$ cat config.mk
export PLATFORM = sky130hd
export DESIGN_NAME = lzc_stream
export DESIGN_NICKNAME = d
export VERILOG_FILES = /design/src/rtl/lzc_stream.sv
export SDC_FILE = /design/constraint.sdc
export NUM_CORES = 1
export LEC_CHECK = 0
export ABC_AREA = 1
export CAP_MARGIN = 20
export CORE_ASPECT_RATIO = 0.75
export CORE_UTILIZATION = 35
export CTS_CLUSTER_SIZE = 24
export DETAILED_ROUTE_END_ITERATION = 16
export PLACE_DENSITY = 0.59
export SLEW_MARGIN = 20
export SYNTH_ARGS = -nofsm -noshare
export SYNTH_HDL_FRONTEND = slang
export SYNTH_SLANG_ARGS = --single-unit
$ cat constraint.sdc
create_clock -name CLK -period 3.5 [get_ports CLK]
set_clock_uncertainty 0.15 [all_clocks]
set_input_delay 0.7 -clock CLK [delete_from_list [all_inputs] [get_ports CLK]]
set_output_delay 0.7 -clock CLK [all_outputs]
set_load 0.02 [all_outputs]
$ cat src/rtl/lzc_stream.sv
// Streaming multi-word leading/trailing zero counter with a one-deep registered result.
// A group of WORD words (first word = most significant) is reduced to one zero count.
module lzc_stream #(
   parameter int WIDTH = 8,
   parameter int WORD  = 16,
   parameter int ZW    = $clog2(WIDTH*WORD+1)
) (
   input  logic             CLK,
   input  logic             RST,
   input  logic             IVALID,
   output logic             IREADY,
   input  logic [WIDTH-1:0] DATA,
   input  logic             MODE,
   output logic             OVALID,
   input  logic             OREADY,
   output logic [ZW-1:0]    ZEROS,
   output logic             ALLZERO
);

   // state | meaning
   // IDLE  | no group open, next accepted word is index 0
   // ACC   | group open, accumulating words 1..WORD-1
   typedef enum logic {IDLE, ACC} state_t;

   localparam int IW = (WORD > 1) ? $clog2(WORD) : 1;
   localparam logic [ZW-1:0] TOTAL    = ZW'(WIDTH*WORD);
   localparam logic [ZW-1:0] WIDTH_Z  = ZW'(WIDTH);
   localparam logic [IW-1:0] LAST_IDX = IW'(WORD-1);

   state_t          state_q, state_d;
   logic [IW-1:0]   idx_q, idx_d;
   logic [ZW-1:0]   cnt_q, cnt_d;
   logic            found_q, found_d;
   logic            mode_q, mode_d;
   logic            ovalid_q, ovalid_d;
   logic [ZW-1:0]   zeros_q, zeros_d;
   logic            allzero_q, allzero_d;

   logic [ZW-1:0]   lz_v, tz_v;
   logic [ZW-1:0]   cnt_cur, cnt_nx;
   logic            found_cur, found_nx;
   logic            eff_mode, first, accept, last;

   assign IREADY  = !ovalid_q || OREADY;
   assign OVALID  = ovalid_q;
   assign ZEROS   = zeros_q;
   assign ALLZERO = allzero_q;

   // Later iterations win: highest set bit gives lz, lowest set bit gives tz.
   always_comb begin
      lz_v = WIDTH_Z;
      tz_v = WIDTH_Z;
      for (int i = 0; i < WIDTH; i++)
         if (DATA[i]) lz_v = ZW'(WIDTH-1-i);
      for (int i = WIDTH-1; i >= 0; i--)
         if (DATA[i]) tz_v = ZW'(i);
   end

   always_comb begin
      accept    = IVALID && IREADY;
      first     = (state_q == IDLE);
      last      = (idx_q == LAST_IDX);
      eff_mode  = first ? MODE : mode_q;
      cnt_cur   = first ? '0 : cnt_q;
      found_cur = first ? 1'b0 : found_q;

      cnt_nx   = cnt_cur;
      found_nx = found_cur;
      if (!eff_mode) begin
         if (!found_cur) begin
            if (DATA == '0) begin
               cnt_nx = cnt_cur + WIDTH_Z;
            end else begin
               cnt_nx   = cnt_cur + lz_v;
               found_nx = 1'b1;
            end
         end
      end else begin
         // A nonzero word restarts the trailing count from its own tz.
         cnt_nx = (DATA == '0) ? (cnt_cur + WIDTH_Z) : tz_v;
      end
   end

   always_comb begin
      state_d   = state_q;
      idx_d     = idx_q;
      cnt_d     = cnt_q;
      found_d   = found_q;
      mode_d    = mode_q;
      ovalid_d  = ovalid_q && !OREADY;
      zeros_d   = zeros_q;
      allzero_d = allzero_q;
      if (accept) begin
         if (first) mode_d = MODE;
         if (last) begin
            state_d   = IDLE;
            idx_d     = '0;
            cnt_d     = '0;
            found_d   = 1'b0;
            ovalid_d  = 1'b1;
            zeros_d   = cnt_nx;
            allzero_d = (cnt_nx == TOTAL);
         end else begin
            state_d = ACC;
            idx_d   = idx_q + 1'b1;
            cnt_d   = cnt_nx;
            found_d = found_nx;
         end
      end
   end

   always_ff @(posedge CLK) begin
      if (RST) begin
         state_q   <= IDLE;
         idx_q     <= '0;
         cnt_q     <= '0;
         found_q   <= 1'b0;
         mode_q    <= 1'b0;
         ovalid_q  <= 1'b0;
         zeros_q   <= '0;
         allzero_q <= 1'b0;
      end else begin
         state_q   <= state_d;
         idx_q     <= idx_d;
         cnt_q     <= cnt_d;
         found_q   <= found_d;
         mode_q    <= mode_d;
         ovalid_q  <= ovalid_d;
         zeros_q   <= zeros_d;
         allzero_q <= allzero_d;
      end
   end

endmodule

==> Word level (Yosys, flattened, before mapping) <==
Cells that the tools add are included.
{ "op_classes": {"add_sub_neg": 3, "n_mul": 0, "div_mod_pow": 0, "order_cmp": 0, "eq_ne": 2, "shifts": 0, "n_mux": 32, "bitwise_logic": 0, "n_reduce_logical": 7} }
{ "ops": {"columns": ["op", "n"], "rows": [
  ["two-way mux 8 bit", 20],
  ["two-way mux 4 bit", 3],
  ["two-way mux 1 bit", 9],
  ["adder 8 x 4 -> 8 bit, second input constant", 1],
  ["adder 8 bit", 1],
  ["== test 8 bit, second input constant", 1],
  ["logical NOT 8 bit", 1],
  ["adder 4 x 1 -> 4 bit, second input constant", 1],
  ["== test 4 bit, second input constant", 1],
  ["logical AND 1 bit", 2],
  ["logical NOT 1 bit", 2],
  ["AND reduction 2 bit", 1],
  ["logical OR 1 bit", 1]
]} }
{ "word_totals": {"regBits": 25, "latch_bits": 0, "mem_bits_rw": 0, "rom_bits": 0, "in_bits": 13, "output_inout_bits": 11, "word_cells": 52, "mem_count": 0} }

==> Depth between registers and ports, before layout <==
Gate-level depths: netlist (run 1).
{ "depth": {"depth_word": 13, "ltp_mapped": 18, "ltp_nobuf": 18} }

==> Least setup slack after synthesis (run 1) <==
Ideal clock, no wire load.
{ "synth_path": {"path_type": "input to register", "startpoint": "input DATA[1]", "endpoint": "register cnt_q[6]", "setup_ns": 0.128, "arrival_ns": 2.431, "required_ns": 3.222, "setup_slack_ns": 0.791, "path_stages": 16, "n_path_buf": 0, "path_cell_list": "inv_1 > a21oi_1 > nor2_1 > o21ai_0 > a21oi_1 > ha_1 > fa_1 > nand3_1 > nand2_1 > nand2_1 > nand2_1 > nand3_1 > nand2_2 > a21oi_4 > a2bb2oi_1 > nor2_1"} }
{ "synth_between": {"elab_chain_len": 12, "word_cells_on_any_way": 16, "cone_classes": "add/sub: 1; mux: 14; reduce/logical: 1"} }
{ "synth_lines": {"columns": ["element", "line_no", "source"], "rows": [
  ["start: declaration", "12", "input logic [WIDTH-1:0] DATA,"],
  ["two-way mux 8 bit (7 in series)", "54", "if (DATA[i]) lz_v = ZW'(WIDTH-1-i);"],
  ["adder 8 bit", "74", "cnt_nx = cnt_cur + lz_v;"],
  ["two-way mux 8 bit", "71", "if (DATA == '0) begin"],
  ["two-way mux 8 bit", "70", "if (!found_cur) begin"],
  ["two-way mux 8 bit (*)", "69", "if (!eff_mode) begin"],
  ["two-way mux 8 bit (*)", "95", "if (last) begin"],
  ["end signal: assignment", "125", "cnt_q <= cnt_d;"],
  ["end: declaration", "32", "logic [ZW-1:0] cnt_q, cnt_d;"]
]} }
Mark *: on every way between the ends. The rest lies on a longest branch, timed or not.
A chain may end at the register's enable or synchronous reset.

==> Worst setup path in the final report (run 1) <==
{ "layout_path": {"startpoint": "input DATA[1]", "endpoint": "register allzero_q (netlist: ALLZERO)"} }
{ "layout_between": {"elab_chain_len": 12, "word_cells_on_any_way": 16, "cone_classes": "add/sub: 1; eq/ne: 1; mux: 13; reduce/logical: 1"} }
{ "layout_lines": {"columns": ["element", "line_no", "source"], "rows": [
  ["two-way mux 8 bit (7 in series)", "54", null],
  ["adder 8 bit", "74", null],
  ["two-way mux 8 bit", "71", null],
  ["two-way mux 8 bit", "70", null],
  ["two-way mux 8 bit (*)", "69", null],
  ["== test 8 bit (*)", "102", "allzero_d = (cnt_nx == TOTAL);"],
  ["end signal: assignment", "130", "allzero_q <= allzero_d;"],
  ["end: declaration", "37", "logic allzero_q, allzero_d;"]
]} }
Marks and branches as above.

==> results of run 1 <==
-- worst max-delay path: stages --
cell and delay [ps]:
clkdlybuf4s50_1 470, inv_1 60, a21oi_1 130, nor2_1 50, o21ai_0 140, a21oi_1 90
ha_1 230, fa_1 420, nand3_1 110, nand2_1 100, xor2_1 150, nand2_1 60
nand3_1 80, nand2_1 120, nand3_1 80, nor2_1 90, nand3_1 70, nand2_1 60
-- sequential cells by signal, indices dropped and copies added (netlist names) --
name / flops
ALLZERO: 1
OVALID: 1
ZEROS: 8
cnt_q: 8
found_q: 1
idx_q: 4
mode_q: 1
state_q: 1
-- power by group through the flow --
stage / registers, mW / logic (mW) / clock network, mW
floorplan: 0.303 / 0.0702 / 0
global placement: 0.307 / 0.103 / 0
detailed placement: 0.307 / 0.103 / 0
CTS: 0.301 / 0.103 / 0.173
global route: 0.302 / 0.116 / 0.183
finish: 0.301 / 0.103 / 0.165
-- layout make-up --
cell class	instances	area [um^2]
inverters	41	154
fillers	495	2530
multi-input cells	200	1060
well taps	57	71.3
flip-flops and latches	25	500
clock buffers	3	41.3
clock inverters	1	5.00
repair buffers	27	260
-- kinds of logic (layout without fill, tap and decap cells) --
logic type | count (synthesis) | after routing
and+or+nand+nor | 143 | 143
AOI/OAI and AO/OA | 48 | 48
buffers and inverters | 45 | 72
DFF | 25 | 25
adders and majority gates | 7 | 7
xor gates and xnor gates | 2 | 2
-- path summary, 6_finish.rpt --
kind         cells past startpoint  slack [ps]                     to
max                             18         360   ALLZERO$_SDFFE_PP0P_
min                              2         310  ZEROS[7]$_SDFFE_PP0P_
max reg2reg                     15         950   ALLZERO$_SDFFE_PP0P_
min reg2reg                      2         310  ZEROS[7]$_SDFFE_PP0P_
-- placed cells by master, fill, tap and decap left out --
cell type        Yosys  routed
nand2_1             74      74
inv_1               36      36
nand3_1             30      30
dfxtp_1             25      25
clkdlybuf4s50_1      0      23
nor2_1              22      22
a21oi_1             21      21
o21ai_1              9       9
ha_1                 6       6
inv_2                5       5
nor2_2               4       4
o21ai_0              4       4
o211ai_1             4       4
buf_4                1       4
nand2_4              3       3
nand2_2              3       3
a22o_1               3       3
clkbuf_8             0       3
nor2_4               2       2
nand4_1              2       2
nor2_8               1       1
or2_0                1       1
a21oi_4              1       1
a2bb2oi_1            1       1
xor2_1               1       1
xnor2_1              1       1
a21boi_0             1       1
o21bai_1             1       1
a31oi_1              1       1
nor3b_1              1       1
a21oi_2              1       1
a211oi_1             1       1
fa_1                 1       1
clkinv_2             0       1
-- synth_stat cells --
library cell / instances / area share (%)
nand2_2: 3 / 1.1
o21bai_1: 1 / 0.43
clkbuf_1: 2 / 0.43
a211oi_1: 1 / 0.43
a22o_1: 3 / 1.5
nor2_4: 2 / 1.3
nor2_1: 22 / 4.7
nand2_1: 74 / 16
nor3b_1: 1 / 0.43
fa_1: 1 / 1.2
inv_2: 5 / 1.1
a21boi_0: 1 / 0.43
a21oi_2: 1 / 0.50
inv_1: 36 / 7.8
o21ai_1: 9 / 2.6
nand2_4: 3 / 1.9
xnor2_1: 1 / 0.50
a21oi_1: 21 / 6.0
dfxtp_1: 25 / 29
nor2_2: 4 / 1.4
a21oi_4: 1 / 0.94
a2bb2oi_1: 1 / 0.50
buf_6: 1 / 0.65
nand4_1: 2 / 0.72
nand3_1: 30 / 8.6
or2_0: 1 / 0.36
a31oi_1: 1 / 0.36
xor2_1: 1 / 0.50
ha_1: 6 / 4.3
buf_4: 1 / 0.43
nor2_8: 1 / 1.2
o211ai_1: 4 / 1.7
o21ai_0: 4 / 1.2
-- metal layers --
metal  vias to the layer above  GRT usage [%]  wire length (um)
li1                        932              -                 -
met1                       718           24.4              2260
met2                        45           23.0              1610
met3                         0           3.83               274
met4                         0          0.647                 0
met5                         -              0                 0
==> flow_metrics.tcl, run 1 <==
set metrics [dict create \
    antenna_found_initial 0 \
    firstDrtPassIters 4 \
    cp.required_ps 3560 \
    dp_cells 350 \
    synth_compound_area_share_pct 16.6 \
    rsz0062_at_grt "false" \
    outcome "finished clean" \
    path_clk_slew_ps 80 \
    ios 24 \
    ys_ff_latch 25 \
    p_switching_mw 0.156 \
    ys_types 33 \
    fmax_mhz 319 \
    setup_ws_ps 362 \
    end_kind "flip-flop" \
    drv_cap 0 \
    critPathMaxFanout 3 \
    comb_power_share_pct 18.1 \
    critPathKind "in2reg" \
    routed_wl_um 4150 \
    wl_per_cell_um 11.7 \
    hold_class "reg2reg" \
    portBuffers 23 \
    arrival_ps 3200 \
    dieArea_um2 5260 \
    std_cell_rows 21 \
    placed_area_um2 2040 \
    netlist_area_um2 1740 \
    final_cells 354 \
    syn_to_final_growth_pct 20.2 \
    die_y_um 63.0 \
    pwr-share-seq_pct 52.9 \
    hold_slack_ps 311 \
    p_total_mw 0.569 \
    cts_resized 0 \
    clk_latency_ps 260 \
    numClockSinks 25 \
    synth.area.mux_share_pct 0 \
    fin_crit_ps 3140 \
    maxSlewViolCount 0 \
    via_per_inst 4.79 \
    slew_headroom_pct 63.9 \
    hpwl_um 3370 \
    nets 318 \
    grt_pass1_vias 1509 \
    tightest_slew_ps 541 \
    synth_xor_area_share_pct 1.01 \
    post_cts_buffers 0 \
    peakVddDrop_uv 221 \
    h-tree-depth 1 \
    first_iter_violations 108 \
    grt_pass1_wl_um 6840 \
    p_int_mw 0.412 \
    post-route-util_pct 45.2 \
    power_density_nw_per_um2 272 \
    drcViolationCount 0 \
    leakage_nw 1.06 \
    netSwitchingFraction_pct 27.5 \
    critPathLaunch "DATA[1]" \
    core_um2 4620 \
    avgSynthCellArea_um2 6.44 \
    cts_made_buffers 3 \
    finalSetupViolCount 0 \
    n_antenna_cell 0 \
    fin_crit_sh_pct 89.7 \
    ant_nets 0 \
    stdcell_area_um2 2090 \
    clk_root_buffer_cell "clkbuf_8" \
    yosysWarnings 0 \
    max-clock-path-buffers 2 \
    initial_core_util_pct 37.6 \
    yosysSeqAreaShare_pct 28.8 \
    num_vias 1695 \
    synthAdderAreaFrac_pct 5.47 \
    setup_tns_ps 0 \
    gr-total-overflow 0 \
    syn_nets 290 \
    final_hold_viol_count 0 \
    synth-simple-area-share_pct 37.8 \
    cts_hold_buf 0 \
    dp_slack_ps 94.9 \
    synth_top_family_by_area "simple AND/OR/NAND/NOR gates" \
    critPathLaunchType "primary input" \
    min-delay-start "ZEROS[7]$_SDFFE_PP0P_" \
    regToRegStartpoint "state_q$_SDFFE_PP0P_" \
    clkPwrFrac_pct 29.0 \
    die_w_um 83.4 \
    grt_max_degree 15 \
    drive_above_1_share_pct 9.43 \
    grtUsageTotal_pct 15.8 \
    syn_inst 270 \
    cts_tree "built" \
    gp_congestion 0.858 \
]
No activity file was read; power rests on OpenSTA's default activity.
==> run 2, diff against run 1 <==
--- a/config.mk
+++ b/config.mk
@@ -12,7 +12,8 @@
 export CTS_CLUSTER_SIZE = 24
 export DETAILED_ROUTE_END_ITERATION = 16
 export PLACE_DENSITY = 0.59
-export SLEW_MARGIN = 20
+export RECOVER_POWER = 100
+export SLEW_MARGIN = 5
 export SYNTH_ARGS = -nofsm -noshare
 export SYNTH_HDL_FRONTEND = slang
 export SYNTH_SLANG_ARGS = --single-unit
==> run 2 against run 1 <==
Effect of this change: die area is the same; clock power is essentially flat; worst setup slack lost 11 ps; total power shrank 0.54%; wire length is essentially flat; sequential power is essentially flat; maximum frequency shrank 0.35%; cell count is the same; highest routed layer unchanged.
==> flow_metrics.tcl, run 2 (synthesis gave the netlist of run 1 again) <==
set metrics [dict create \
    cts_tree "built" \
    die_y_um 63.0 \
    fin_crit_sh_pct 90.0 \
    hold_slack_ps 308 \
    max-clock-path-buffers 2 \
    critPathMaxFanout 4 \
    std_cell_rows 21 \
    drv_cap 0 \
    initial_core_util_pct 37.6 \
    fmax_mhz 318 \
    final_cell_mix "nand2_1 (76), inv_1 (36), nand3_1 (30), dfxtp_1 (25)" \
    gp_congestion 0.858 \
    setup_ws_ps 351 \
    final_hold_viol_count 0 \
    grt_pass1_vias 1509 \
    clk_latency_ps 260 \
    post_cts_buffers 0 \
    rsz0062_at_grt "false" \
    slew_headroom_pct 63.6 \
    antenna_found_initial 0 \
    portBuffers 23 \
    cp.required_ps 3490 \
    tightest_slew_ps 546 \
    h-tree-depth 1 \
    wl_per_cell_um 11.7 \
    outcome "finished clean" \
    numClockSinks 25 \
    ios 24 \
    filler_cell_count 501 \
    num_vias 1722 \
    max_stage_delay_ps 440 \
    post-route-util_pct 44.8 \
    cts_resized 0 \
    cts_made_buffers 3 \
    fin_crit_ps 3150 \
    grtUsageTotal_pct 15.8 \
    stdcell_area_um2 2070 \
    drcViolationCount 0 \
    maxSlewViolCount 0 \
    clk_root_buffer_cell "clkbuf_8" \
    final_cells 354 \
    firstDrtPassIters 4 \
    hpwl_um 3370 \
    setup_tns_ps 0 \
    critPathLaunchType "primary input" \
    routed_wl_um 4160 \
    dp_slack_ps 94.9 \
    drive_above_1_share_pct 7.41 \
    register_area_um2 500 \
    n_antenna_cell 0 \
    nets 318 \
    via_per_inst 4.86 \
    layout_commonest_cell "nand2_1" \
    gr-total-overflow 0 \
    cp_top_family "simple AND/OR/NAND/NOR gates" \
    syn_to_final_growth_pct 19.1 \
    first_iter_violations 95 \
    peakVddDrop_uv 221 \
    finalSetupViolCount 0 \
    arrival_ps 3140 \
    p_total_mw 0.566 \
    cp_slowest_cell "clkdlybuf4s50_1" \
    cts_hold_buf 0 \
    path_clk_slew_ps 80 \
    end_kind "flip-flop" \
    power_density_nw_per_um2 273 \
    hold_class "reg2reg" \
    path_cells "clkdlybuf4s50_1 -> nor2_2 -> nand2_1 -> inv_2 -> nor2_1 -> ha_1 -> nand3_1 -> nand2_1 -> nand2_1 -> nand2_1 -> nand3_1 -> nand3_1 -> nand2_1 -> a21oi_1 -> nor2_1 -> nor2_1 -> nor2_1" \
    core_um2 4620 \
    grt_max_degree 15 \
    cp_num_buf_inv 2 \
    dieArea_um2 5260 \
    ant_nets 0 \
    leakage_nw 1.08 \
    cpMostUsedCell "nand2_1" \
    placed_area_um2 2040 \
    die_w_um 83.4 \
    multi_input_comb_area_um2 1050 \
    dp_cells 350 \
    critPathKind "in2reg" \
    grt_pass1_wl_um 6840 \
]
-- run 2: report_power, final --
part / internal (mW) / total (mW) / switching [mW]
logic: 0.0380 / 0.0997 / 0.0617
clock network: 0.0795 / 0.165 / 0.0857
registers: 0.292 / 0.301 / 0.00857
total: 0.410 / 0.566 / 0.156
-- run 2: worst paths after layout --
path	startpoint	to	slack, ps	cells after the start
worst max-delay path	DATA[2]	cnt_q[7]$_SDFFE_PP0P_	350	17
worst min-delay path	ZEROS[7]$_SDFFE_PP0P_	ZEROS[7]$_SDFFE_PP0P_	310	2
worst max register to register	state_q$_SDFFE_PP0P_	ALLZERO$_SDFFE_PP0P_	900	12
worst min register to register	ZEROS[7]$_SDFFE_PP0P_	ZEROS[7]$_SDFFE_PP0P_	310	2
-- run 2: cell type report --
cell class | instances | share of cell area, %
clock inverter | 1 | 0.242
inverter | 41 | 7.43
clock buffer | 3 | 1.99
multi-input combinational | 200 | 50.7
sequential | 25 | 24.2
timing repair buffer | 27 | 12.0
tap | 57 | 3.44
-- run 2: per-layer routing --
metal / up-vias / GRT usage [%] / wire, um
li1: 932 / - / -
met4: 0 / 0.647 / 0
met2: 46 / 23.0 / 1630
met1: 744 / 24.4 / 2250
met3: 0 / 3.83 / 271
met5: - / 0 / 0
-- run 2: worst register-to-register path: stages (launching register included) --
cell and delay (ps):
dfxtp_1 670, inv_1 110, or2_0 220, o21ai_1 70
clkbuf_1 450, inv_2 180, o211ai_1 150, nand3_1 130
nor2_1 110, nand3_1 80, nor2_1 90, nand3_1 70
nand2_1 60
